<file path="config.mk">
export PLATFORM = sky130hd
export DESIGN_NAME = sap1_microsequencer
export DESIGN_NICKNAME = d
export VERILOG_FILES = /design/src/rtl/sap1_pkg.sv /design/src/rtl/sap1_control_rom.sv /design/src/rtl/sap1_microsequencer.sv
export SDC_FILE = /design/constraint.sdc
export NUM_CORES = 1
export LEC_CHECK = 0
export CAP_MARGIN = 40
export CORE_UTILIZATION = 46
export CTS_CLUSTER_SIZE = 10
export DETAILED_ROUTE_END_ITERATION = 16
export HOLD_SLACK_MARGIN = 0.03
export PLACE_DENSITY = 0.77
export SYNTH_ARGS = -nofsm -noshare
export SYNTH_HDL_FRONTEND = slang
export SYNTH_SLANG_ARGS = --single-unit
export TNS_END_PERCENT = 1
</file>
<file path="constraint.sdc">
create_clock -name clk -period 3.1 [get_ports clk]
set_clock_uncertainty 0.2 [all_clocks]
set_input_delay 0.62 -clock clk [delete_from_list [all_inputs] [get_ports clk]]
set_output_delay 0.62 -clock clk [all_outputs]
set_load 0.02 [all_outputs]
</file>
<file path="src/rtl/sap1_pkg.sv">
// Shared constants for the SAP-1 microsequencer: widths, control-bit positions,
// opcodes, micro-routine entry points and the opcode-to-routine map.
package sap1_pkg;

  localparam int unsigned UPC_W = 5;
  localparam int unsigned CW_W  = 17;
  localparam int unsigned NT    = 6;

  // Control word bit positions, MSB to LSB
  localparam int unsigned EP_B   = 16;
  localparam int unsigned CP_B   = 15;
  localparam int unsigned LM_B   = 14;
  localparam int unsigned CE_B   = 13;
  localparam int unsigned LI_B   = 12;
  localparam int unsigned EI_B   = 11;
  localparam int unsigned CS_B   = 10;
  localparam int unsigned LOAD_B = 9;
  localparam int unsigned CLR_B  = 8;
  localparam int unsigned INC_B  = 7;
  localparam int unsigned LA_B   = 6;
  localparam int unsigned EA_B   = 5;
  localparam int unsigned LB_B   = 4;
  localparam int unsigned SU_B   = 3;
  localparam int unsigned AD_B   = 2;
  localparam int unsigned EU_B   = 1;
  localparam int unsigned LO_B   = 0;

  localparam logic [3:0] OP_LDA = 4'b0000;
  localparam logic [3:0] OP_ADD = 4'b0001;
  localparam logic [3:0] OP_SUB = 4'b0010;
  localparam logic [3:0] OP_OUT = 4'b1110;
  localparam logic [3:0] OP_HLT = 4'b1111;

  localparam logic [UPC_W-1:0] FETCH_ADDR = 5'd0;
  localparam logic [UPC_W-1:0] LDA_ADDR   = 5'd3;
  localparam logic [UPC_W-1:0] ADD_ADDR   = 5'd6;
  localparam logic [UPC_W-1:0] SUB_ADDR   = 5'd9;
  localparam logic [UPC_W-1:0] OUT_ADDR   = 5'd12;
  localparam logic [UPC_W-1:0] NOP_ADDR   = 5'd15;
  localparam logic [UPC_W-1:0] HLT_ADDR   = 5'd18;

  // Undefined opcodes fall into the NOP routine so timing stays uniform
  function automatic logic [UPC_W-1:0] map_opcode(input logic [3:0] op);
    case (op)
      OP_LDA:  return LDA_ADDR;
      OP_ADD:  return ADD_ADDR;
      OP_SUB:  return SUB_ADDR;
      OP_OUT:  return OUT_ADDR;
      OP_HLT:  return HLT_ADDR;
      default: return NOP_ADDR;
    endcase
  endfunction

endpackage

</file>
<file path="src/rtl/sap1_control_rom.sv">
// Horizontal control store: combinational micro-PC to control-word lookup.
module sap1_control_rom
  import sap1_pkg::*;
(
  input  logic [UPC_W-1:0] upc,
  output logic [CW_W-1:0]  cw
);

  function automatic logic [CW_W-1:0] bit_of(input int unsigned idx);
    return CW_W'(1) << idx;
  endfunction

  always_comb begin
    cw = bit_of(CLR_B);
    case (upc)
      UPC_W'(0): cw = bit_of(EP_B) | bit_of(LM_B) | bit_of(CS_B) | bit_of(INC_B);
      UPC_W'(1): cw = bit_of(CP_B) | bit_of(CS_B) | bit_of(INC_B);
      UPC_W'(2): cw = bit_of(CE_B) | bit_of(LI_B) | bit_of(CS_B) | bit_of(LOAD_B);
      UPC_W'(3), UPC_W'(6), UPC_W'(9):
        cw = bit_of(EI_B) | bit_of(LM_B) | bit_of(INC_B);
      UPC_W'(4): cw = bit_of(CE_B) | bit_of(LA_B) | bit_of(INC_B);
      UPC_W'(7), UPC_W'(10):
        cw = bit_of(CE_B) | bit_of(LB_B) | bit_of(INC_B);
      UPC_W'(8):  cw = bit_of(AD_B) | bit_of(EU_B) | bit_of(LA_B) | bit_of(CLR_B);
      UPC_W'(11): cw = bit_of(SU_B) | bit_of(EU_B) | bit_of(LA_B) | bit_of(CLR_B);
      UPC_W'(12): cw = bit_of(EA_B) | bit_of(LO_B) | bit_of(INC_B);
      UPC_W'(13), UPC_W'(15), UPC_W'(16):
        cw = bit_of(INC_B);
      UPC_W'(5), UPC_W'(14), UPC_W'(17):
        cw = bit_of(CLR_B);
      UPC_W'(18): cw = '0;
      // Unused words steer back to fetch
      default:    cw = bit_of(CLR_B);
    endcase
  end

endmodule

</file>
<file path="src/rtl/sap1_microsequencer.sv">
// SAP-1 horizontal microsequencer: micro-PC, opcode mapping, T-state ring
// counter and halt tracking around the control store.
module sap1_microsequencer
  import sap1_pkg::*;
(
  input  logic             clk,
  input  logic             rst,
  input  logic             run,
  input  logic [3:0]       opcode,
  output logic [CW_W-1:0]  cw,
  output logic [UPC_W-1:0] upc,
  output logic [NT-1:0]    t_state,
  output logic             halted
);

  logic [UPC_W-1:0] upc_d;
  logic [NT-1:0]    t_d;
  logic             halted_d;
  logic [CW_W-1:0]  rom_cw;
  logic             advance;

  sap1_control_rom u_rom (
    .upc (upc),
    .cw  (rom_cw)
  );

  assign advance = run & ~halted;

  // Next micro-PC: CLR beats LOAD beats INC; CLR also realigns the ring
  always_comb begin
    upc_d    = upc;
    t_d      = t_state;
    halted_d = halted;
    if (advance) begin
      if (rom_cw[CLR_B]) begin
        upc_d = FETCH_ADDR;
        t_d   = NT'(1);
      end else begin
        if (rom_cw[LOAD_B]) begin
          upc_d = map_opcode(opcode);
        end else if (rom_cw[INC_B]) begin
          upc_d = upc + UPC_W'(1);
        end
        t_d = {t_state[NT-2:0], t_state[NT-1]};
      end
      halted_d = (upc_d == HLT_ADDR);
    end
  end

  always_ff @(posedge clk or negedge rst) begin
    if (!rst) begin
      upc     <= FETCH_ADDR;
      t_state <= NT'(1);
      halted  <= 1'b0;
    end else begin
      upc     <= upc_d;
      t_state <= t_d;
      halted  <= halted_d;
    end
  end

  assign cw = halted ? '0 : rom_cw;

endmodule
</file>
**Word-level counts from Yosys, hierarchy flattened**

Memories as Yosys holds them, arrays and structs flattened.
Cells that the tools add are included.

- ROM bits: 544
- Logic and storage cells: 20
- Register bits: 12
- Memory bits (writable): 0
- Output and inout port bits: 29
- Input port bits: 7
- Bits in latches: 0
- Memories kept: 1

- $lt $le $gt $ge: 0
- Add/subtract/negate cells: 1
- Divide/modulo/power cells: 0
- Multiply operators: 0
- Bitwise logic cells: 2
- Eq/ne operators: 5
- Mux-type cells: 7
- Shifts and indexed selects: 0
- Reductions and logical operators: 1

Memories:

| memory | words | bits a word | read ports | clocked after memory_dff | write ports | line | source |
|---|---|---|---|---|---|---|---|
| (name not given) | 32 | 17 | 1 | 0 | 0 | sap1_control_rom.sv:15 | `case (upc)` |

Operators with widths:

| operator | count |
|---|---|
| one-hot mux 5 bit (5 select lines) | 1 |
| two-way mux 5 bit | 4 |
| two-way mux 17 bit | 1 |
| equality test 4 bit (second input constant) | 2 |
| two-way mux 6 bit | 1 |
| adder 5 x 1 -> 5 bit (second input constant) | 1 |
| equality test 5 bit (second input constant) | 1 |
| equality test 4 x 1 -> 1 bit (second input constant) | 1 |
| equality test 4 x 2 -> 1 bit (second input constant) | 1 |
| logical NOT 4 bit | 1 |
| AND 1 bit | 1 |
| inverter 1 bit | 1 |

**Logic depth before layout (Yosys ltp)**

Gate-level depths: netlist of run 1.

- Word-level depth: 6
- Mapped depth: 9
- Depth with buffers taken out: 7

**Modules after synthesis**

A second synthesis of run 1 with hierarchy kept.

- Cell total of the unflattened synthesis: 147
- Area, all modules: 1193.6 um^2

Modules (own cells, without submodules):

| module | sequential area each (um^2) | cells each | area an instance (um^2) | times used |
|---|---|---|---|---|
| sap1_microsequencer | 301.5 | 91 | 787.0 | 1 |
| sap1_control_rom | 0.0 | 56 | 406.6 | 1 |

**Worst setup path after synthesis of run 1**

OpenSTA, ideal clock, no wires.

- Kind: reg-to-output
- Start point: register upc[0]
- End point: output cw[7]
- Path slack: 306 ps
- Path buffers: 1
- Required time: 2280 ps
- Data arrival time: 1974 ps
- Stages on the path, launching flop included: 7
- Cells stage by stage: dfrtp_1 -> inv_1 -> ha_1 -> buf_4 -> o41a_1 -> and2_1 -> nor2_1

- Cells in the longest elaborated chain, start to end: 2

RTL lines:

| element | line | source |
|---|---|---|
| from (decl) | sap1_microsequencer.sv:11 | `output logic [UPC_W-1:0] upc,` |
| from (signal assigned) | sap1_microsequencer.sv:56 | `upc <= upc_d;` |
| memory read (32 x 17 bit) | -- |  |
| two-way mux 17 bit | sap1_microsequencer.sv:62 | `assign cw = halted ? '0 : rom_cw;` |
| to (decl) | sap1_microsequencer.sv:10 | `output logic [CW_W-1:0] cw,` |

No other way between the ends.

**Final worst setup path of run 1**

- Start point: register upc[3]
- End point: output cw[10]

Same word-level chain as after synthesis.

==> reports/results.ini, run 1 <==
[sta]
relSlewSlack_pct=62.8
worst_slew_pin_slew_ns=0.555
hold_viol_final=0
hold-worst-slack_ns=0.314
finalSetupViolCount=0
grt_setup_unrepaired=false
fin_crit_ns=2.99
drv_slew=0
fmax_ghz=0.335
period_share_pct=96.3

[floorplan]
die_x_um=51.4
placementRows=17
dieArea_um2=2640
initial_core_util_pct=49.7
dieHeight_um=51.4
pin_count=36
core_area_um2=2250

[yosys]
yosys.area_share.adder_pct=8.93
synth_area_leaders=dfrtp_1 (25%), ha_1 (8.9%), nor2_1 (7.0%), nand2_1 (6.4%), buf_4 (4.0%)
synth_xor_area_share_pct=0.781
synthFlopType=dfrtp_1
synth_area_um2=1120
avgSynthCellArea_um2=7.68
synth-simple-area-share_pct=30.4
synthArstFlopShare_pct=100
synth.distinct_cells=48
synthMuxAreaShare_pct=2.90
yosys_warnings=0
yosys-top-cells-count=nor2_1 (21), nand2_1 (19), dfrtp_1 (11), ha_1 (8), o21ai_0 (8)
yosys.area.top_type=dfrtp_1
synth_top_family_by_area=simple AND/OR/NAND/NOR gates
synth_top_area_share_pct=24.6
synth-compound-area-share_pct=22.0
syn_nets=161
ys_seq_area_share_pct=26.9
synth-edff-count=0
synth_cells=146
synth_most_common_cell=nor2_1
synth-seq-cells=12

[detailed_routing]
drc=0
via_per_inst=5.82
routedWlPerCell_um=14.7
dr.pass1.iters=4
totalWireLength_mm=3.11
ant_nets=0
drt_iter0_drc=29
vias=1228

[cts]
cts_setup_buffers=0
clk_latency_ns=0.28
holdBufCountCts=0
numCtsBuffers=3
htreeDepth=1
tritoncts=done
clock_sinks=12
cts_root_buffer=clkbuf_4
clockBufferDepth=2
cts.clk_slew.worst_paths_ns=0.08

[setup_path]
endpoint_kind=primary output
crit_family=buffers and inverters
cp_slowest_cell=clkdlybuf4s50_1
worstPathArrival_ns=2.17
path_cells=buf_4 > or3_1 > nor2_1 > clkdlybuf4s50_1
path_max_fanout=16
max_stage_delay_ns=0.61
path_class=reg2out
startpoint_type=flip-flop
crit_buf_inv=2
critPathRequiredTime_ns=2.28

[cells_and_area]
drive_above_1_share_pct=11.5
antenna_cells=0
syn_to_final_growth_pct=38.6
multi_input_area_um2=736
fin_area_um2=1550
fill_cells=195
seq_area_um2=304
fin_nets=199

[grt]
antenna_found_initial=0
grt_pass1_vias=1151
track_usage_pct=26.1
grt_start_max_net_pins=17
overflow=0
grt_pass1_wl_mm=5.18

[power]
ir_drop_mv=0.196
p_leak_nw=0.716
power_density_nw_per_um2=180

[run]
drv_cap=0

[placed_design]
place_hpwl_mm=2.39
placed_cell_area_um2=1510
gp_congestion=0.846
port_buffers=35

[worst_hold_path]
worst_hold_path_type=reg2reg

[run_status]
run_status=finished clean

==> power breakdown <==
group | total (mW) | internal, mW | switching (mW)
clock | 0.103 | 0.0500 | 0.0529
combinational | 0.0191 | 0.0102 | 0.00894
sequential | 0.158 | 0.158 | 0.000658
total | 0.280 | 0.218 | 0.0625
==> state kept, by name (all words and copies together) (netlist names) <==
signal	count
halted	1
upc	5
t_state	6
==> cells in the final DEF (no fill, tap or decap), drive strengths merged, types with 2 or more instances in the layout <==
cell	synthesis	routed
nand4	2	2
nor2b	5	5
nand2	19	19
clkdlybuf4s50	0	27
mux2	2	2
and2	2	2
ha	8	8
nor3	4	4
buf	7	9
o21ai	10	10
inv	7	7
dlygate4sd2	0	3
nand2b	2	2
or3	2	2
dlymetal6s2s	0	5
o41ai	3	3
dfrtp	11	11
and3	2	2
a22o	2	2
clkbuf	4	4
nor2	22	22
a21oi	6	6
nand3	3	3
==> what timing repair did <==
item / CTS / global route
cloned: 0 / 0
gates resized for setup: 5 / 6
endpoints found under the setup margin: 4 / 6
==> worst paths after layout <==
kind,to,startpoint,cells past startpoint,slack (ns)
worst max-delay path,cw[10],upc[3],4,0.11
worst min-delay path,t_state[2],t_state[2],2,0.31
worst max register to register,halted,upc[0],7,0.64
worst min register to register,t_state[2],t_state[2],2,0.31
max in group asynchronous,upc[3],rst,1,1.83
min in group asynchronous,t_state[3],rst,1,0.48
==> worst reg2reg max path: cells and delay by family, from the launching register on <==
kind,cells,cell delay [ns]
compound gates,2,0.69
fa+ha+maj,1,0.28
simple gates,2,0.53
buf+inv,2,0.29
flops,1,0.38
==> cell type report <==
class                           count  area share [%]
Clock buffer                        4            1.69
Inverter                            7            1.69
Sequential cell                    12            19.6
Timing Repair Buffer               44            27.5
Tap cell                           28            2.25
Multi-Input combinational cell    116            47.3
==> kinds of logic after synthesis <==
family | count (synthesis)
AND/OR/NAND/NOR | 69
AO/OA/AOI/OAI | 35
buffers and inverters | 18
multiplexers | 3
adder cells (fa/ha/maj) | 8
flip-flops | 12
XOR/XNOR | 1
==> stage by stage <==
step / cells / TNS, ns / utilization, % / power [mW] / setup WS (ns)
2_1_floorplan: 146 / 0 / - / 0.166 / 0.306
3_3_place_gp: 207 / 0 / 66.9 / 0.180 / 0.228
3_5_place_dp: 207 / 0 / 66.9 / 0.181 / 0.150
4_1_cts: 211 / -0.0695 / 68.3 / 0.283 / -0.0695
5_1_grt: 211 / 0 / 68.9 / 0.290 / 0.0206
6_report: 211 / 0 / 68.9 / 0.280 / 0.114
==> layer usage <==
metal  vias to the layer above  GRT usage (%)  part of all wire, %
li1                        592              -                    -
met1                       577           32.2                   43
met2                        51           46.3                   50
met3                         8           4.46                  5.9
met4                         0           6.76                  1.9
met5                         -              0                    0
Power figures use the tool's default switching activity.
==> run 2, diff against run 1 <==
--- a/config.mk
+++ b/config.mk
@@ -14,4 +14,4 @@
 export SYNTH_ARGS = -nofsm -noshare
 export SYNTH_HDL_FRONTEND = slang
 export SYNTH_SLANG_ARGS = --single-unit
-export TNS_END_PERCENT = 1
+export TNS_END_PERCENT = 100
==> run 2 against run 1 <==
Total power fell by 0.15%. Combinational power barely moved. Critical endpoint unchanged. Fmax fell by 0.20%. Hold slack barely moved.
==> reports/results.ini, run 2 (synthesized netlist as in run 1, its figures left out) <==
[run_status]
run_status=finished clean

[sta]
grt_setup_unrepaired=false
finalSetupViolCount=0  ; unchanged
tns_ns=0  ; unchanged
hold_viol_final=0  ; unchanged
relSlewSlack_pct=63.1  ; +0.34 points
fmax_ghz=0.334  ; -0.20%
period_share_pct=96.5  ; +0.19 points
worst_slew_pin_slew_ns=0.550  ; -0.00504 ns
fin_ws_ns=0.108  ; -0.00598 ns
drv_slew=0  ; unchanged
fin_crit_ns=2.99  ; +0.00598 ns

[detailed_routing]
via_per_inst=5.77  ; -0.81%
dr_wl_met2_mm=1.49  ; -3.1%
drt_iter0_drc=27  ; -6.9%
dr.pass1.iters=4  ; unchanged
vias=1218  ; -0.81%
dr.max_layer_used=met4
drc=0  ; unchanged
wl_met3_um=178  ; -2.2%
routedWlPerCell_um=14.6  ; -1.0%
ant_nets=0  ; unchanged
totalWireLength_mm=3.08  ; -1.0%
wl_met1_mm=1.35  ; +1.5%

[cells_and_area]
largest_reg_flops=6  ; unchanged
fin_nets=199  ; unchanged
final_common_cell=clkdlybuf4s50_1
layout_common_cells=clkdlybuf4s50_1 (27), nor2_1 (21), nand2_1 (19), dfrtp_1 (9), buf_4 (9)
syn_to_final_growth_pct=38.3
regMostFlops=t_state
reg_top3=t_state: 6 flops, upc: 5 flops, halted: 1 flops
final_core_util_pct=68.8  ; -0.17 points
drive_above_1_share_pct=11.5  ; unchanged
antenna_cells=0  ; unchanged

[power]
comb_power_share_pct=6.8  ; about the same
power_density_nw_per_um2=180  ; about the same
ir_drop_mv=0.195  ; -0.27%
p_seq_share_pct=56.6  ; about the same
p_sw_uw=62.0  ; -0.69%
clkPwrFrac_pct=36.6  ; about the same
p_leak_nw=0.702  ; -1.9%
intPower_uw=218  ; about the same
switching_share_pct=22.2  ; -0.12 points

[cts]
cts_root_buffer=clkbuf_4
clk_latency_ns=0.28  ; about the same
htreeDepth=1  ; unchanged
holdBufCountCts=0  ; unchanged
cts_setup_buffers=0  ; unchanged
cts.clk_slew.worst_paths_ns=0.08  ; about the same
numCtsBuffers=3  ; unchanged
cts-resized-gates=6  ; +1
clock_sinks=12  ; unchanged
tritoncts=done
clockBufferDepth=2  ; unchanged

[grt]
grt_pass1_vias=1151  ; unchanged
overflow=0  ; unchanged
grt_start_max_net_pins=17  ; unchanged
antenna_found_initial=0  ; unchanged
grt_pass1_wl_mm=5.18  ; unchanged
track_usage_pct=26.1  ; unchanged

[setup_path]
critPathRequiredTime_ns=2.28  ; about the same
worstPathArrival_ns=2.17  ; about the same
cp_slowest_cell=clkdlybuf4s50_1
crit_buf_inv=2  ; unchanged
endpoint_kind=primary output
max_stage_delay_ns=0.61  ; about the same
path_cells=buf_4 > or3_1 > nor2_1 > clkdlybuf4s50_1
startpoint_type=flip-flop
crit_family=buffers and inverters
path_max_fanout=16  ; unchanged
path_class=reg2out

[floorplan]
dieHeight_um=51.4  ; unchanged
core_area_um2=2250  ; unchanged
die_x_um=51.4  ; unchanged
dieArea_um2=2640  ; unchanged
initial_core_util_pct=49.7  ; unchanged
pin_count=36  ; unchanged
placementRows=17  ; unchanged

[placed_design]
place_hpwl_mm=2.39  ; unchanged
gp_congestion=0.846  ; unchanged
place_ws_ns=0.150  ; unchanged
port_buffers=35  ; unchanged

[worst_hold_path]
worst_hold_path_type=reg2reg

[run]
drv_cap=0  ; unchanged

[run 2: final timing paths]
path	from	endpoint	slack [ns]	cells past startpoint
worst max register to register	upc[0]	halted	0.65	7
worst max-delay path	upc[3]	cw[10]	0.11	4
worst min-delay path	t_state[2]	t_state[2]	0.31	2
min in group asynchronous	rst	halted	0.48	1
worst min register to register	t_state[2]	t_state[2]	0.31	2
max in group asynchronous	rst	upc[3]	1.83	1
[run 2: area by class of cell]
class / count / area [um^2]
multi-input combinational: 116 / 736
fill: 197 / 704
timing repair buffer: 44 / 423
sequential: 12 / 304
tap: 28 / 35.0
clock buffer: 4 / 26.3
inverter: 7 / 26.3
[run 2: per-layer routing]
layer	vias to the layer above	global-route usage (%)
li1	591	-
met1	568	32.2
met2	50	46.3
met3	9	4.46
met4	0	6.76
met5	-	0
[run 2: power groups by stage]
stage	combinational, mW	sequential [mW]	clock (mW)
2_1_floorplan	0.00377	0.162	0
3_3_place_gp	0.0189	0.161	0
3_5_place_dp	0.0195	0.161	0
4_1_cts	0.0195	0.158	0.105
5_1_grt	0.0213	0.158	0.111
6_report	0.0191	0.158	0.102
[run 2: per-stage QoR]
step                      cell area [um^2]  hold WS [ns]  std cells  total power [mW]
after floorplan                       1120         0.124        146             0.166
after global placement                1510         0.288        207             0.180
after detailed placement              1510         0.301        207             0.181
after CTS                             1540         0.319        211             0.283
after global routing                  1550         0.367        211             0.290
final                                 1550         0.314        211             0.280
[run 2: worst reg2reg max path: cells and delay by family, from the launching register on]
| kind | cells | cell delay [ns] |
|---|---|---|
| AO/OA/AOI/OAI | 2 | 0.68 |
| flip-flops | 1 | 0.38 |
| buffers and inverters | 2 | 0.29 |
| AND/OR/NAND/NOR | 2 | 0.53 |
| adder cells (fa/ha/maj) | 1 | 0.28 |
